==> config.mk <==
export PLATFORM = sky130hd
export DESIGN_NAME = divider_unit
export DESIGN_NICKNAME = d
export VERILOG_FILES = /design/src/rtl/divider_unit.sv
export SDC_FILE = /design/constraint.sdc
export NUM_CORES = 1
export LEC_CHECK = 0
export CORE_ASPECT_RATIO = 1.2
export CORE_MARGIN = 2
export CORE_UTILIZATION = 40
export DETAILED_ROUTE_END_ITERATION = 6
export PLACE_DENSITY = 0.65
export SLEW_MARGIN = 15
export SYNTH_ARGS = -nofsm -noshare
export SYNTH_HDL_FRONTEND = slang
export SYNTH_SLANG_ARGS = --single-unit
==> constraint.sdc <==
create_clock -name clk -period 8.9 [get_ports clk]
set_input_delay 1.335 -clock clk [delete_from_list [all_inputs] [get_ports clk]]
set_output_delay 1.335 -clock clk [all_outputs]
set_load 0.02 [all_outputs]
==> src/rtl/divider_unit.sv <==
// Multi-cycle radix-2 restoring divider producing quotient (LO) and remainder (HI).
// Signed operation is compiled in only when DIVIDER_SIGNED_EN is defined.
module divider_unit #(
  parameter int unsigned WIDTH = 32
) (
  input  logic             clk,
  input  logic             reset,
  input  logic             start,
  input  logic             signed_op,
  input  logic             flush,
  input  logic [WIDTH-1:0] dividend,
  input  logic [WIDTH-1:0] divisor,
  output logic [WIDTH-1:0] quotient,
  output logic [WIDTH-1:0] remainder,
  output logic             valid,
  output logic             stall,
  output logic             div_by_zero
);

  localparam int unsigned CW = (WIDTH > 1) ? $clog2(WIDTH) : 1;
  localparam logic [CW-1:0] LAST_STEP = CW'(WIDTH - 1);

  typedef enum logic [1:0] {IDLE, RUN, DONE} state_t;

  state_t           state, state_next;
  logic             load, step, finish;
  logic [CW-1:0]    count;
  logic [WIDTH-1:0] rem, quo, dvsr, dvnd_raw;
  logic [WIDTH-1:0] rem_next, quo_next, q_result, r_result;
  logic [WIDTH-1:0] mag_dividend, mag_divisor;
  logic [WIDTH:0]   partial;
  logic             take, zero_div;

`ifdef DIVIDER_SIGNED_EN
  logic a_neg, b_neg, neg_q, neg_r;

  always_comb begin
    a_neg        = signed_op & dividend[WIDTH-1];
    b_neg        = signed_op & divisor[WIDTH-1];
    mag_dividend = a_neg ? -dividend : dividend;
    mag_divisor  = b_neg ? -divisor : divisor;
  end
`else
  logic unused_signed_op;

  assign mag_dividend     = dividend;
  assign mag_divisor      = divisor;
  assign unused_signed_op = signed_op;
`endif

  // One restoring step; the true difference is below dvsr, so the low WIDTH bits suffice.
  always_comb begin
    partial  = {rem, quo[WIDTH-1]};
    take     = partial >= {1'b0, dvsr};
    rem_next = take ? (partial[WIDTH-1:0] - dvsr) : partial[WIDTH-1:0];
    quo_next = {quo[WIDTH-2:0], take};
    if (zero_div) begin
      q_result = '1;
      r_result = dvnd_raw;
    end else begin
`ifdef DIVIDER_SIGNED_EN
      q_result = neg_q ? -quo_next : quo_next;
      r_result = neg_r ? -rem_next : rem_next;
`else
      q_result = quo_next;
      r_result = rem_next;
`endif
    end
  end

  always_ff @(posedge clk) begin
    if (reset) state <= IDLE;
    else       state <= state_next;
  end

  always_comb begin
    state_next = state;
    load       = 1'b0;
    step       = 1'b0;
    finish     = 1'b0;
    stall      = 1'b0;
    valid      = 1'b0;
    case (state)
      IDLE: begin
        if (start && !flush) begin
          load       = 1'b1;
          stall      = 1'b1;
          state_next = RUN;
        end
      end
      RUN: begin
        stall = 1'b1;
        if (flush) begin
          state_next = IDLE;
        end else begin
          step = 1'b1;
          if (count == LAST_STEP) begin
            finish     = 1'b1;
            state_next = DONE;
          end
        end
      end
      DONE: begin
        valid = 1'b1;
        if (start && !flush) begin
          load       = 1'b1;
          stall      = 1'b1;
          state_next = RUN;
        end else begin
          state_next = IDLE;
        end
      end
      default: state_next = IDLE;
    endcase
  end

  always_ff @(posedge clk) begin
    if (reset) begin
      count       <= '0;
      rem         <= '0;
      quo         <= '0;
      dvsr        <= '0;
      dvnd_raw    <= '0;
      zero_div    <= 1'b0;
      quotient    <= '0;
      remainder   <= '0;
      div_by_zero <= 1'b0;
`ifdef DIVIDER_SIGNED_EN
      neg_q       <= 1'b0;
      neg_r       <= 1'b0;
`endif
    end else begin
      if (load) begin
        dvnd_raw <= dividend;
        dvsr     <= mag_divisor;
        quo      <= mag_dividend;
        rem      <= '0;
        count    <= '0;
        zero_div <= (divisor == '0);
`ifdef DIVIDER_SIGNED_EN
        neg_q    <= a_neg ^ b_neg;
        neg_r    <= a_neg;
`endif
      end else if (step) begin
        rem   <= rem_next;
        quo   <= quo_next;
        count <= count + CW'(1);
      end
      if (finish) begin
        quotient    <= q_result;
        remainder   <= r_result;
        div_by_zero <= zero_div;
      end
    end
  end

endmodule

* After elaboration in Yosys (flattened, before gate mapping)
Cells that the tools add are included.
Cells by class: $add $sub $neg 2, magnitude comparators 1, equality and inequality tests 5, multiplexer cells 19, reductions and logical operators 8
Operators with widths (count):
- $mux 32 | 5
- $ge 33x32->1 | 1
- $logic_not 32->1 | 1
- $sub 32x32->32 | 1
- $mux 1 | 9
- $mux 2 | 3
- $pmux 2 s3 | 1
- $add 5x1->5 const B | 1
- $eq 5x5->1 const B | 1
- $reduce_or 2->1 | 2
- $ne 3x3->1 const B | 1
- $eq 2x1->1 const B | 1
- $eq 2x2->1 const B | 1
- $logic_not 2->1 | 1
- $ne 2x2->1 const B | 1
- $pmux 1 s2 | 1
- $reduce_and 2->1 | 1
- $reduce_bool 2->1 | 1
- $logic_and 1x1->1 | 1
- $logic_not 1->1 | 1
Word-level totals: register bits after elaboration 201, bits of input ports 69, output and inout port bits 67, word-level logic and storage cells 45

* Logic depth before layout (Yosys ltp)
Gate-level depths: netlist (run 1).
word-level depth 5, mapped depth 13

* Worst setup path after synthesis (run 1)
Ideal clock, no wire load.
path type in2out, start input port start, end output port stall, data arrival time 2420 ps, required time 7565 ps, setup slack 5145 ps, stages 6, path buffers 3, cell sequence nand2b_1 -> or2_2 -> clkbuf_1 -> clkbuf_1 -> clkbuf_1 -> nand2_1
Between the ends: word-level cells in the longest chain between the ends 3
RTL lines:
- start, declared | line 8 | input logic start,
- $logic_and 1x1->1 | line 85, 105
- $mux 1 | line 85, 105
- $pmux 1 s2 | line 83 | case (state)
- end, declared | line 16 | output logic stall,
Every way passes these cells.

* Worst setup path after layout (run 1)
start input port flush, end output port stall
Between the ends: word-level cells in the longest chain between the ends 4
RTL lines:
- start, declared | line 10 | input logic flush,
- $logic_not 1->1 | line 85, 105
- $logic_and 1x1->1 | line 85, 105
- $mux 1 | line 85, 105
- $pmux 1 s2 | line 83
Every way passes these cells.

==> impl_metrics.tcl, run 1 <==
set metrics [dict create \
    ios 136 \
    antenna_cells 0 \
    cts_tree "yes" \
    rsz0062_at_grt "false" \
    dr.pass1.iters 5 \
    dp_slack_ps 3970 \
    drv_slew 0 \
    grt_overflow 0 \
    setup_violations 0 \
    synth_compound_area_frac 0.222 \
    synth-edff-count 0 \
    via_count 9601 \
    yosys.area_share.xor_xnor 0.0251 \
    hp-class "flop to flop" \
    hold_buffers 0 \
    start_util 0.408 \
    syn2layout_area_growth_pct 22.0 \
    dieArea_um2 26500 \
    antenna_found_initial 0 \
    slowest_stage "clkdlybuf4s50_1" \
    clkPwrFrac 0.401 \
    p_int_mw 1.69 \
    grt_pass1_wl_um 48400 \
    worst_path_dominant_cell_family "buffers and inverters" \
    routedWlPerCell_um 17.3 \
    clk_latency_ps 500 \
    synth-async-reset-ratio 0 \
    grt_max_degree 94 \
    met2_usage 0.357 \
    vdd_drop_max_mv 0.115 \
    io_buffers 134 \
    multi_input_area_um2 5500 \
    cts_max_level 1 \
    skew_ps 12.6 \
    max_freq_ghz 0.221 \
    final_common_cell "nand2_1" \
    fin_setup_tns_ps 0 \
    drive_above_1_share 0.0553 \
    layout_setup_ws_ps 4370 \
    ant_nets 0 \
    cts_setup_buffers 0 \
    powerDensity_nw_per_um2 196 \
    crit_arrival_ps 3190 \
    clockBufferDepth 3 \
    cts.repair.resized 0 \
    place_congestion 0.873 \
    switching_share 0.298 \
    cts.sinks 201 \
    synth_fp_nets 1450 \
    std_cell_rows 63 \
    worst_setup_path_end_kind "primary output" \
    synth.mux.area_fraction 0.000991 \
    die_w_um 149 \
    tightest_slew_ps 1020 \
    power_mw 2.41 \
    setup.worst_path.start_class "primary input" \
    path_class "primary input to primary output" \
    ys_seq_area_frac 0.398 \
    viasPerCell 5.48 \
    layout_common_cells "nand2_1 (241), dfxtp_1 (200), clkdlybuf4s50_1 (133)" \
    netlist_instances 1346 \
    critical_path_peak_fanout 39 \
    drt-initial-drc-count 732 \
    busiest_layer "met2" \
    relSlewSlack 0.317 \
    period_share 0.509 \
    die_y_um 178 \
    numCtsBuffers 23 \
    synth_top_family_by_area "simple AND/OR/NAND/NOR gates" \
    cts_root_buf "clkbuf_16" \
    crit_top_cell "clkdlybuf4s50_1" \
    synthesis.area_um2 10100 \
    ys_ff_latch 201 \
    layout.nets 1518 \
    grt_util_met3 0.0419 \
    worstPathCellList "clkdlybuf4s50_1 > or2_4 > nand2_1 > clkdlybuf4s50_1" \
    track_usage 0.225 \
    slowest_delay_ps 630 \
    cellLeakagePower_nw 4.54 \
    path_clk_slew_ps 60 \
    synthFlopType "dfxtp_1" \
    yosys.area_share.adder 0.0441 \
    wirelength_um 30400 \
    yosys_warnings 0 \
    coreArea_um2 24800 \
    drv_cap 0 \
    grt_pass1_vias 8944 \
    required_ps 7570 \
    status "complete, no violations" \
    cp.buffers_inverters 2 \
    power_frac_seq 0.394 \
    syn_area_per_cell_um2 7.51 \
    fillers 2489 \
    fin_util 0.498 \
    combPwrFrac 0.205 \
    grtUsageMet1 0.323 \
    min_period_ps 4530 \
    hold_violations 0 \
    synth_simple_gate_area_frac 0.250 \
    drc 0 \
    dp_hpwl_um 20500 \
    switching_power_uw 719 \
    stdcell_count 1753 \
    seqCellArea_um2 4030 \
    post-place-cells 1714 \
    synth.distinct_cells 59 \
]
## final cells by class
cell class | instances | share of cell area
inverters | 50 | 0.0152
well taps | 325 | 0.0330
clock buffers | 25 | 0.0489
multi-input cells | 991 | 0.446
clock inverters | 14 | 0.0134
repair buffers | 147 | 0.117
flip-flops and latches | 201 | 0.327
## synth_stat cells, types with 3 or more instances
| master | number | area share |
|---|---|---|
| nand2_1 | 242 | 0.090 |
| dfxtp_1 | 201 | 0.40 |
| a21oi_1 | 132 | 0.065 |
| nor2_1 | 127 | 0.047 |
| clkbuf_1 | 85 | 0.032 |
| nor3_1 | 83 | 0.041 |
| o21ai_0 | 59 | 0.029 |
| inv_1 | 48 | 0.018 |
| nand3_1 | 39 | 0.019 |
| a311oi_1 | 35 | 0.030 |
| ha_1 | 34 | 0.042 |
| a31oi_1 | 22 | 0.014 |
| xnor2_1 | 19 | 0.016 |
| and3_1 | 18 | 0.011 |
| a211oi_1 | 15 | 0.011 |
| nand4_1 | 14 | 0.0087 |
| o31ai_1 | 13 | 0.0097 |
| and2_1 | 12 | 0.0074 |
| nor4_1 | 11 | 0.0068 |
| o41ai_1 | 10 | 0.0087 |
| xor2_1 | 10 | 0.0087 |
| a21o_1 | 9 | 0.0067 |
| buf_1 | 9 | 0.0033 |
| o211ai_1 | 9 | 0.0067 |
| a31o_2 | 8 | 0.0069 |
| buf_2 | 8 | 0.0040 |
| or3_1 | 7 | 0.0043 |
| o21a_1 | 6 | 0.0045 |
| o22ai_1 | 6 | 0.0037 |
| or2_2 | 6 | 0.0037 |
| nor2b_1 | 5 | 0.0031 |
| nand2b_1 | 4 | 0.0025 |
| o21bai_1 | 4 | 0.0030 |
| o211a_1 | 3 | 0.0030 |
| o21ai_1 | 3 | 0.0015 |
## worst register-to-register path: cells and delay by family, from the launching register on
family                   cells  cell delay, ps
AO/OA/AOI/OAI                7            2160
adder cells (fa/ha/maj)      1             290
buffers and inverters        1              70
flip-flops                   1             450
AND/OR/NAND/NOR              2             850
## state kept, by name, summed over array words and instances (netlist names)
| name | flops |
|---|---|
| count | 5 |
| div_by_zero | 1 |
| dvnd_raw | 32 |
| dvsr | 32 |
| quo | 32 |
| quotient | 32 |
| rem | 32 |
| remainder | 32 |
| state | 2 |
| zero_div | 1 |
## layer usage
| metal | wire, um | part of all wire | vias to the layer above |
|---|---|---|---|
| li1 | - | - | 4871 |
| met1 | 14400 | 0.48 | 4445 |
| met4 | 345 | 0.011 | 0 |
| met3 | 2010 | 0.066 | 33 |
| met5 | 0 | 0 | - |
| met2 | 13600 | 0.45 | 252 |
## power groups by stage
stage	Sequential, mW	Combinational (mW)	Clock [mW]
after floorplan	0.962	0.343	0
after detailed placement	0.969	0.482	0
after global routing	0.953	0.544	1.02
final	0.950	0.493	0.966
after global placement	0.968	0.483	0
after CTS	0.949	0.486	0.984
## final timing paths
path,depth (start not counted),endpoint,slack [ps],start
max reg2reg,11,remainder[9],4980,dvsr[1]
min reg2reg,2,dvnd_raw[29],450,dvnd_raw[29]
max,4,stall,4370,flush
min,2,dvnd_raw[29],450,dvnd_raw[29]
## logic make-up (layout without fill, tap and decap cells)
| family | after synthesis | in the layout |
|---|---|---|
| buffers and inverters | 154 | 236 |
| multiplexers | 1 | 1 |
| flip-flops | 201 | 201 |
| adder cells (fa/ha/maj) | 35 | 35 |
| AO/OA/AOI/OAI | 352 | 352 |
| AND/OR/NAND/NOR | 574 | 574 |
| XOR/XNOR | 29 | 29 |
## through the flow
| step | hold WS [ps] | area [um^2] |
|---|---|---|
| global placement | 440 | 11600 |
| CTS | 454 | 12300 |
| floorplan | 432 | 10100 |
| finish | 452 | 12300 |
| detailed placement | 446 | 11600 |
| global route | 472 | 12300 |
Note: power is estimated with default switching activity, not from simulation.
==> inputs of run 2 (changes only) <==
==> constraint.sdc (replaced) <==
create_clock -name clk -period 4.5 [get_ports clk]
set_input_delay 0.675 -clock clk [delete_from_list [all_inputs] [get_ports clk]]
set_output_delay 0.675 -clock clk [all_outputs]
set_load 0.02 [all_outputs]
==> impl_metrics.tcl, run 2 (synthesis results as in run 1) <==
set metrics [dict create \
    status "complete, no violations" \
    clk_latency_ps 510 \
    holdWs_ps 452 \
    rsz0062_at_grt "false" \
    min_period_ps 3410 \
    critical_path_peak_fanout 13 \
    slowest_delay_ps 410 \
    layout.nets 1527 \
    dp_hpwl_um 21200 \
    power_mw 4.64 \
    coreArea_um2 24800 \
    ant_nets 0 \
    period_share 0.759 \
    cellLeakagePower_nw 4.54 \
    die_y_um 178 \
    ios 136 \
    setup.worst_path.start_class "flop" \
    viasPerCell 5.49 \
    numCtsBuffers 23 \
    track_usage 0.224 \
    seqCellArea_um2 4030 \
    hold_buffers 0 \
    slowest_stage "dfxtp_1" \
    drt-initial-drc-count 622 \
    io_buffers 134 \
    rr_startpoint "dvsr[1]" \
    fin_util 0.498 \
    antenna_found_initial 0 \
    relSlewSlack 0.354 \
    powerDensity_nw_per_um2 377 \
    skew_ps 13.2 \
    vdd_drop_max_mv 0.274 \
    die_w_um 149 \
    max_freq_ghz 0.293 \
    cts_root_buf "clkbuf_16" \
    critPathLaunch "dvsr[1]" \
    clockBufferDepth 3 \
    layout_common_cells "nand2_1 (241), dfxtp_1 (200), clkdlybuf4s50_1 (133)" \
    cts_tree "yes" \
    cts_setup_buffers 0 \
    start_util 0.408 \
    grt_overflow 0 \
    hold_violations 0 \
    crit_arrival_ps 3810 \
    multi_input_area_um2 5500 \
    dr.pass1.iters 5 \
    cts_max_level 1 \
    hp-class "flop to flop" \
    final_common_cell "nand2_1" \
    reg2regPathDepth 12 \
    min_from "dvnd_raw[14]" \
    rr_endpoint "remainder[24]" \
    tightest_slew_ps 969 \
    via_count 9667 \
    syn2layout_area_growth_pct 22.0 \
    post-place-cells 1723 \
    reg2reg_slack_ps 1090 \
    cts.sinks 201 \
    crit_end "remainder[24]" \
    path_class "flop to flop" \
    fillers 2488 \
    path_clk_slew_ps 60 \
    antenna_cells 0 \
    drv_cap 0 \
    worstPathCellList "inv_1 > ha_1 > nor2b_4 > o211a_1 > o31a_1 > o211ai_4 > a21oi_2 > o21a_1 > nor2_2 > buf_4 > a211oi_1 > o41ai_1" \
    drv_slew 0 \
    grt_max_degree 87 \
    stdcell_count 1760 \
    setup_violations 0 \
    std_cell_rows 63 \
    grt_pass1_vias 9123 \
    required_ps 4900 \
    place_congestion 0.894 \
    fin_setup_tns_ps 0 \
    drive_above_1_share 0.0564 \
    routedWlPerCell_um 17.2 \
    worst_setup_path_end_kind "flop" \
    grt_pass1_wl_um 48300 \
    drc 0 \
    wirelength_um 30200 \
    dieArea_um2 26500 \
    cts.repair.resized 0 \
]
[run 2: through the flow]
stage                     instance area [um^2]  setup slack (ps)
final                                    12300              1090
after global routing                     12300               922
after CTS                                12300              1120
after detailed placement                 11600              1160
after global placement                   11600              1250
after floorplan                          10100              1710
[run 2: worst max-delay path, delay by kind of cell (launching register included)]
kind | cells | cell delay, ps
fa+ha+maj | 1 | 300
flops | 1 | 410
buf+inv | 2 | 320
simple gates | 2 | 390
compound gates | 7 | 1890
[run 2: layout make-up]
cell class	count	share of cell area
sequential	201	0.327
timing repair buffer	156	0.122
inverter	50	0.0152
clock inverter	6	0.00528
tap	325	0.0330
clock buffer	31	0.0516
multi-input combinational	991	0.446
[run 2: per-layer routing]
metal | global-route usage | wire length [um] | up-vias
met5 | 0 | 0 | -
met1 | 0.309 | 14000 | 4473
met2 | 0.363 | 13600 | 288
li1 | - | - | 4873
met3 | 0.0473 | 2110 | 33
met4 | 0.0484 | 518 | 0
[run 2: how the worst min path moves through the flow]
| stage | to | depth (start not counted) |
|---|---|---|
| 4_1_cts | dvnd_raw[17] | 2 |
| 3_3_place_gp | dvnd_raw[30] | 2 |
| 3_5_place_dp | dvnd_raw[30] | 2 |
| 2_1_floorplan | dvnd_raw[29] | 2 |
| 6_report | dvnd_raw[14] | 2 |
| 5_1_grt | dvsr[13] | 2 |
[run 2: report_power, final]
group | leakage [nW] | total [mW] | internal (mW) | switching, mW
clock network | 0.342 | 1.78 | 1.04 | 0.734
registers | 1.63 | 1.88 | 1.84 | 0.0419
logic | 2.57 | 0.985 | 0.374 | 0.611
total | 4.54 | 4.64 | 3.25 | 1.39
